--- src/rtl/ram64_loader.sv ---
`default_nettype none
// ============================================================================
// Module      : ram64_loader
// Description : Write stage in front of a 64x16 RAM. Passes CPU accesses
//               straight through when idle; on start it streams a block of
//               words from a valid/ready source into consecutive (wrapping)
//               RAM addresses, keeps a mod-2^16 checksum, then pulses done.
// Revision    : 1.0 - initial release
// ============================================================================
module ram64_loader (
    input  logic        clk,
    input  logic        rst_n,
    input  logic        start,
    input  logic [5:0]  base,
    input  logic [6:0]  count,
    input  logic        in_valid,
    input  logic [15:0] in_data,
    output logic        in_ready,
    input  logic [5:0]  cpu_address,
    input  logic [15:0] cpu_in,
    input  logic        cpu_load,
    output logic        cpu_stall,
    output logic [5:0]  ram_address,
    output logic [15:0] ram_in,
    output logic        ram_load,
    output logic        busy,
    output logic        done,
    output logic [15:0] checksum
);

    typedef enum logic [1:0] {
        S_IDLE = 2'd0,
        S_LOAD = 2'd1,
        S_DONE = 2'd2
    } state_t;

    state_t      r_state;
    state_t      w_next_state;
    logic [5:0]  r_base;
    logic [5:0]  r_index;
    logic [6:0]  r_remaining;
    logic [15:0] r_checksum;
    logic [6:0]  w_count_sat;
    logic        w_beat;

    // A burst can never exceed the RAM depth, so oversize counts clamp to 64.
    assign w_count_sat = (count > 7'd64) ? 7'd64 : count;
    // in_ready is only high in LOAD, so a beat is a valid word during LOAD.
    assign w_beat      = (r_state == S_LOAD) && in_valid;
    assign checksum    = r_checksum;

    // State register.
    always_ff @(posedge clk) begin
        if (!rst_n) begin
            r_state <= S_IDLE;
        end else begin
            r_state <= w_next_state;
        end
    end

    // Next-state decode and RAM port steering (CPU passthrough outside LOAD).
    always_comb begin
        w_next_state = r_state;
        ram_address  = cpu_address;
        ram_in       = cpu_in;
        ram_load     = cpu_load;
        busy         = 1'b0;
        in_ready     = 1'b0;
        cpu_stall    = 1'b0;
        done         = 1'b0;
        case (r_state)
            S_IDLE: begin
                if (start) begin
                    w_next_state = (count == 7'd0) ? S_DONE : S_LOAD;
                end
            end
            S_LOAD: begin
                busy        = 1'b1;
                in_ready    = 1'b1;
                cpu_stall   = 1'b1;
                // 6-bit add wraps 63 -> 0 naturally.
                ram_address = r_base + r_index;
                ram_in      = in_data;
                ram_load    = in_valid;
                if (in_valid && (r_remaining == 7'd1)) begin
                    w_next_state = S_DONE;
                end
            end
            S_DONE: begin
                done         = 1'b1;
                w_next_state = S_IDLE;
            end
            default: begin
                w_next_state = S_IDLE;
            end
        endcase
    end

    // Burst bookkeeping: capture on start, advance on every accepted word.
    always_ff @(posedge clk) begin
        if (!rst_n) begin
            r_base      <= 6'd0;
            r_index     <= 6'd0;
            r_remaining <= 7'd0;
            r_checksum  <= 16'd0;
        end else if ((r_state == S_IDLE) && start) begin
            r_base      <= base;
            r_index     <= 6'd0;
            r_remaining <= w_count_sat;
            r_checksum  <= 16'd0;
        end else if (w_beat) begin
            r_index     <= r_index + 6'd1;
            r_remaining <= r_remaining - 7'd1;
            r_checksum  <= r_checksum + in_data;
        end
    end

endmodule
`default_nettype wire

--- config.mk ---
export PLATFORM = sky130hd
export DESIGN_NAME = ram64_loader
export DESIGN_NICKNAME = d
export VERILOG_FILES = /design/src/rtl/ram64_loader.sv
export SDC_FILE = /design/constraint.sdc
export NUM_CORES = 1
export LEC_CHECK = 0
export ABC_AREA = 1
export CAP_MARGIN = 0
export CORE_ASPECT_RATIO = 0.8
export CORE_MARGIN = 2
export CORE_UTILIZATION = 30
export DETAILED_ROUTE_END_ITERATION = 7
export PLACE_DENSITY_LB_ADDON = 0.25
export SLEW_MARGIN = 20
export SYNTH_ARGS = -nofsm -noshare
export SYNTH_HDL_FRONTEND = slang
export SYNTH_SLANG_ARGS = --single-unit
--- constraint.sdc ---
create_clock -name clk -period 2.1 [get_ports clk]
set_clock_uncertainty 0.1 [all_clocks]
set_input_delay 0.63 -clock clk [delete_from_list [all_inputs] [get_ports clk]]
set_output_delay 0.63 -clock clk [all_outputs]
set_load 0.01 [all_outputs]
==> insert_results.sql, run 1 <==
INSERT INTO impl_metrics (metric_group, metric, value, unit) VALUES
('cts', 'ctsHtreeMaxLevel', '2', ''),
('drt', 'drt-met1-wl', '4490', 'µm'),
('final_layout', 'layout-drive-gt1-share', '28.6', '%'),
('final_layout', 'num_antenna_cells', '0', ''),
('logic_synthesis', 'synth_net_count', '582', ''),
('logic_synthesis', 'synthSimpleGateAreaFrac', '36.1', '%'),
('drt', 'detail_route.wl_per_cell', '12.2', 'µm'),
('setup_path', 'cp-start-kind', 'flip-flop', ''),
('sta', 'hold_ws', '0.382', 'ns'),
('setup_path', 'crit_fanout', '2', ''),
('logic_synthesis', 'synth-xor-area-share', '2.60', '%'),
('drt', 'routed-wl-met3', '729', 'µm'),
('cts', 'clkTransAtPathRegs', '0.06', 'ns'),
('setup_path', 'crit_arrival', '1.73', 'ns'),
('setup_path', 'worst_ep_required_time', '1.37', 'ns'),
('status', 'status', 'finished with violations', ''),
('logic_synthesis', 'ys_types', '33', ''),
('sta', 'fmax', '0.407', 'GHz'),
('setup_path', 'criticalPathCategory', 'flip-flop to output pin', ''),
('final_layout', 'finalNonFillerCells', '800', ''),
('floorplan', 'ios', '99', ''),
('logic_synthesis', 'synth_compound_gate_area_share', '13.3', '%'),
('grt', 'first_global_vias', '3471', ''),
('drt', 'routed_wl', '9750', 'µm'),
('grt', 'grt_start_max_net_pins', '18', ''),
('setup_path', 'reg2regPathDepth', '11', ''),
('placed_design', 'dp_hpwl', '7220', 'µm'),
('placed_design', 'port_buffers', '98', ''),
('sta', 'report.final.hold_viol_count', '0', ''),
('grt', 'grt_first_pass_wirelength', '15600', 'µm'),
('logic_synthesis', 'syn_avg_cell_area', '6.04', 'µm²'),
('cts', 'cts_inserted_buffers', '5', ''),
('power', 'vdd.ir_drop.worst', '0.371', 'mV'),
('cts', 'cts_tree', 'done', ''),
('floorplan', 'placementRows', '32', ''),
('placed_design', 'placed_cells', '785', ''),
('cts', 'cts_sinks', '37', ''),
('drt', 'route.met2.wl', '4460', 'µm'),
('logic_synthesis', 'yosys_warnings', '0', ''),
('cts', 'ctsLongestPathBuffers', '2', ''),
('grt', 'grt.total_usage', '17.7', '%'),
('logic_synthesis', 'yosys.area_share.adder', '10.8', '%'),
('floorplan', 'die-height', '93.8', 'µm'),
('final_layout', 'layout.cells.most_common', 'nand2_1', ''),
('drt', 'remaining_drcs', '0', ''),
('run', 'drv_cap', '0', ''),
('sta', 'slew_headroom', '76.9', '%'),
('drt', 'number_of_nets_with_antenna_violations_after_detailed_routing', '0', ''),
('worst_hold_path', 'min_path_cells', '2', ''),
('setup_path', 'critical_path.endpoint_type', 'output pin', ''),
('power', 'cellPowerDensity', '519', 'mW/mm²'),
('logic_synthesis', 'netlist_area', '0.00303', 'mm²'),
('floorplan', 'die_w', '116', 'µm'),
('grt', 'grt_antenna_before_repair', '0', ''),
('logic_synthesis', 'share_of_cell_area_taken_by_muxes_after_synthesis', '0', '%'),
('setup_path', 'worst_path_largest_cell_delay', '0.35', 'ns'),
('setup_path', 'critical_path.n_buffers_inverters', '3', ''),
('cts', 'holdBufCountCts', '0', ''),
('setup_path', 'crit_slowest_cell', 'dfxtp_4', ''),
('sta', 'timing.final.crit_period', '2.46', 'ns'),
('sta', 'setup_ws', '-0.360', 'ns'),
('cts', 'clkLatencyLatePin', '0.28', 'ns'),
('status', 'violated_checks', 'negative setup slack', ''),
('floorplan', 'initial_core_util', '31.1', '%'),
('sta', 'fin_tns_setup', '-1.31', 'ns'),
('placed_design', 'place_area', '0.00467', 'mm²'),
('power', 'p_leak', '2.66', 'nW'),
('floorplan', 'placeable_core_region', '0.00973', 'mm²'),
('drt', 'dr_total_vias', '3639', ''),
('sta', 'setup_violations', '7', ''),
('worst_hold_path', 'worst_min_delay_path_class', 'flip-flop to flip-flop', '');
[flip-flops by register name, indices dropped and copies added, names as in the netlist]
| register | count |
|---|---|
| r_remaining | 7 |
| r_index | 6 |
| checksum | 16 |
| r_base | 6 |
| r_state | 2 |
[report_power, final]
part           total, W  switching, W  internal [W]
logic           0.00105      0.000514      0.000534
registers      0.000796     0.0000427      0.000753
clock network  0.000877      0.000315      0.000562
total           0.00272      0.000872       0.00185
[worst min-delay path, stage by stage (launching register included)]
cell and delay, ns:
dfxtp_1 0.31, nand2_1 0.06, a31oi_1 0.07
[cell usage after synthesis]
master	n	area, µm²
inv_1	77	289
a21oi_1	26	130
o21a_1	10	75.1
a211oi_1	1	7.51
nor4_1	2	12.5
nor3_1	5	25.0
nand2_1	181	679
o211ai_1	4	30.0
a31oi_1	4	25.0
nand2_4	1	11.3
fa_1	2	40.0
xor2_1	4	35.0
o21ai_0	19	95.1
o2111ai_1	1	8.76
ha_1	23	288
buf_6	1	11.3
clkinv_1	1	3.75
nor2_4	2	22.5
buf_1	1	3.75
nand3_1	31	155
nand4_1	6	37.5
nor2_1	35	131
nor3b_2	1	12.5
clkbuf_1	2	7.51
buf_4	3	22.5
xnor2_1	5	43.8
nor2_2	1	6.26
dfxtp_1	37	741
buf_2	7	35.0
o31ai_1	1	7.51
o21ai_1	3	15.0
inv_2	3	11.3
o21bai_1	1	7.51
[path summary, 6_finish.rpt]
path,slack [ns],endpoint,from
worst max-delay path,-0.36,ram_address[4],r_index[0]
worst min-delay path,0.38,r_remaining[6],r_remaining[6]
worst max register to register,0.26,r_index[4],r_state[0]
worst min register to register,0.38,r_remaining[6],r_remaining[6]
[kinds of logic (layout without fill, tap and decap cells)]
group / after synthesis / in the layout
buffers and inverters: 95 / 258
XOR/XNOR: 9 / 9
adder cells (fa/ha/maj): 25 / 25
flip-flops: 37 / 37
AO/OA/AOI/OAI: 70 / 70
AND/OR/NAND/NOR: 265 / 265
[what timing repair did]
item / CTS / global route
cloned: 0 / 1
buffers inserted: 5 / 4
endpoints found under the setup margin: 39 / 30
pin swaps: 23 / 16
resized for setup: 167 / 46
[layer usage]
metal	up-vias	global-route usage [%]
met5	-	0
met4	0	4.76
met3	4	3.35
met2	101	29.3
met1	1626	23.4
li1	1908	-
[stage by stage]
| step | total power [W] | util (%) |
|---|---|---|
| after floorplan | 0.00126 | - |
| after global placement | 0.00176 | 48.0 |
| after detailed placement | 0.00177 | 48.0 |
| after CTS | 0.00267 | 51.6 |
| after global routing | 0.00289 | 53.9 |
| final | 0.00272 | 53.9 |
[final cells by class]
class	instances	area (µm²)
well taps	136	170
fillers	925	4490
clock inverters	3	46.3
clock buffers	5	125
repair buffers	169	1540
multi-input cells	369	2290
inverters	81	312
flip-flops and latches	37	758
(Power assumes the default switching activity.)
==> run 2, diff against run 1 <==
clock period = 2.65 ns   (was 2.1 ns; I/O delays follow)
==> insert_results.sql, run 2 (same netlist as run 1, synthesis figures left out) <==
INSERT INTO impl_metrics (metric_group, metric, value, unit) VALUES
('final_layout', 'layout-drive-gt1-share', '13.6', '%'),
('power', 'power_frac_seq', '31.1', '%'),
('cts', 'holdBufCountCts', '0', ''),
('cts', 'clk_root_buffer_cell', 'clkbuf_16', ''),
('worst_hold_path', 'worst_min_delay_path_class', 'flip-flop to flip-flop', ''),
('grt', 'first_global_vias', '3224', ''),
('floorplan', 'placementRows', '32', ''),
('setup_path', 'regToRegSetupSlack', '0.82', 'ns'),
('sta', 'hold_ws', '0.389', 'ns'),
('placed_design', 'port_buffers', '98', ''),
('final_layout', 'layout.cells.most_common', 'nand2_1', ''),
('placed_design', 'dp_hpwl', '7150', 'µm'),
('status', 'status', 'completed', ''),
('drt', 'routed_wl', '9090', 'µm'),
('sta', 'setup_ws', '0.00398', 'ns'),
('floorplan', 'die_area', '0.0109', 'mm²'),
('cts', 'clkTransAtPathRegs', '0.06', 'ns'),
('power', 'comb_power_share', '34.3', '%'),
('run', 'drv_cap', '0', ''),
('cts', 'cts_tree', 'done', ''),
('sta', 'slew_headroom', '74.8', '%'),
('final_layout', 'num-nets-final', '721', ''),
('drt', 'viasPerCell', '4.49', ''),
('drt', 'dr_total_vias', '3491', ''),
('sta', 'rsz0062_at_grt', 'yes', ''),
('power', 'vdd.ir_drop.worst', '0.360', 'mV'),
('sta', 'setup_violations', '0', ''),
('floorplan', 'die-height', '93.8', 'µm'),
('cts', 'clkLatencyLatePin', '0.28', 'ns'),
('power', 'cellPowerDensity', '427', 'mW/mm²'),
('placed_design', 'gpl.final_weighted_congestion', '0.932', ''),
('sta', 'timing.final.crit_period', '2.65', 'ns'),
('grt', 'grt.overflow.total', '0', ''),
('drt', 'detail_route.wl_per_cell', '11.7', 'µm'),
('grt', 'grt_start_max_net_pins', '25', ''),
('grt', 'grt_antenna_before_repair', '0', ''),
('cts', 'ctsLongestPathBuffers', '2', ''),
('sta', 'report.final.slew_viol_count', '0', ''),
('final_layout', 'num_antenna_cells', '0', ''),
('setup_path', 'crit_fanout', '3', ''),
('placed_design', 'dp_worst_setup_slack', '-0.277', 'ns'),
('floorplan', 'placeable_core_region', '0.00973', 'mm²'),
('sta', 'fmax', '0.378', 'GHz'),
('power', 'power_frac_clock', '34.6', '%'),
('final_layout', 'mostFrequentLayoutCells', 'nand2_1 (179), inv_1 (75), clkdlybuf4s50_1 (74), buf_4 (47), nor2_1 (35)', ''),
('drt', 'remaining_drcs', '0', ''),
('power', 'total_switching_power', '0.000634', 'W'),
('drt', 'dr.pass1.iters', '5', ''),
('setup_path', 'crit_arrival', '1.75', 'ns'),
('drt', 'drtIter0Drc', '146', ''),
('cts', 'cts_inserted_buffers', '5', ''),
('setup_path', 'worst_ep_required_time', '1.76', 'ns'),
('power', 'internal-power', '0.00137', 'W'),
('cts', 'cts_sinks', '37', ''),
('final_layout', 'area_growth_syn_to_layout', '55.3', '%'),
('sta', 'report.final.hold_viol_count', '0', ''),
('cts', 'ctsHtreeMaxLevel', '2', ''),
('sta', 'worst_slew_pin_slew', '0.377', 'ns'),
('sta', 'period_share', '99.8', '%'),
('setup_path', 'criticalPathCategory', 'flip-flop to output pin', ''),
('setup_path', 'critical_path.endpoint_type', 'output pin', ''),
('power', 'p_leak', '2.39', 'nW'),
('floorplan', 'die_w', '116', 'µm'),
('floorplan', 'initial_core_util', '31.1', '%'),
('setup_path', 'cp-start-kind', 'flip-flop', ''),
('floorplan', 'ios', '99', ''),
('drt', 'number_of_nets_with_antenna_violations_after_detailed_routing', '0', ''),
('final_layout', 'largest_register_ff_count', '16', ''),
('power', 'power_switching_share', '31.6', '%'),
('grt', 'grt.total_usage', '16.5', '%'),
('grt', 'grt_first_pass_wirelength', '14400', 'µm');
[run 2: cell count changes in the layout (fill, tap and decap cells not counted), sizes merged]
cell           before  now
buf                93   51
clkdlybuf4s50      54   74
dlymetal6s2s        8    0
dlygate4sd2        11   18
clkinv              1    2
inv                81   80
[run 2: area by class of cell]
class	instances	area, µm²
clock buffers	5	125
clock inverters	3	46.3
fillers	991	5030
inverters	81	304
multi-input cells	369	2000
flip-flops and latches	37	746
well taps	136	170
repair buffers	146	1310
[run 2: timing repair]
item / in CTS / in global routing
setup endpoints to repair: 23 / 8
gates resized for setup: 38 / 21
setup buffers: 0 / 1
pin swaps: 1 / 1
[run 2: stage by stage]
| step | instances | instance area (µm²) | power (W) | setup TNS (ns) | utilization (%) |
|---|---|---|---|---|---|
| floorplan | 501 | 3030 | 0.000995 | 0 | - |
| CTS | 776 | 4620 | 0.00202 | -0.151 | 47.5 |
| finish | 777 | 4700 | 0.00201 | 0 | 48.3 |
| global route | 777 | 4700 | 0.00215 | -0.0938 | 48.3 |
| global placement | 768 | 4460 | 0.00134 | -4.85 | 45.9 |
| detailed placement | 768 | 4460 | 0.00134 | -5.28 | 45.9 |
[run 2: worst paths after layout]
kind | start | end | cells past startpoint
max | r_base[0] | ram_address[4] | 10
min | checksum[0] | checksum[0] | 2
max reg2reg | checksum[0] | checksum[12] | 10
min reg2reg | checksum[0] | checksum[0] | 2
[run 2: critical path: stages, from the launching register on]
cell     delay [ns]
dfxtp_2        0.35
ha_4           0.14
inv_2          0.03
fa_2           0.32
inv_2          0.07
nand2_2        0.06
nand2_2        0.06
a21oi_2        0.05
xor2_1         0.13
o21ai_1        0.10
buf_2          0.14
[run 2: power by group through the flow]
stage / Clock [W] / Combinational, W / Sequential (W)
floorplan: 0 / 0.000361 / 0.000634
global placement: 0 / 0.000705 / 0.000631
detailed placement: 0 / 0.000710 / 0.000633
CTS: 0.000714 / 0.000683 / 0.000622
global route: 0.000750 / 0.000773 / 0.000629
finish: 0.000695 / 0.000688 / 0.000625
[run 2: layer usage]
| layer | wire [µm] | global-route usage [%] |
|---|---|---|
| met1 | 4580 | 23.0 |
| met3 | 679 | 3.68 |
| met5 | 0 | 0 |
| met2 | 3770 | 25.8 |
| met4 | 61 | 3.77 |
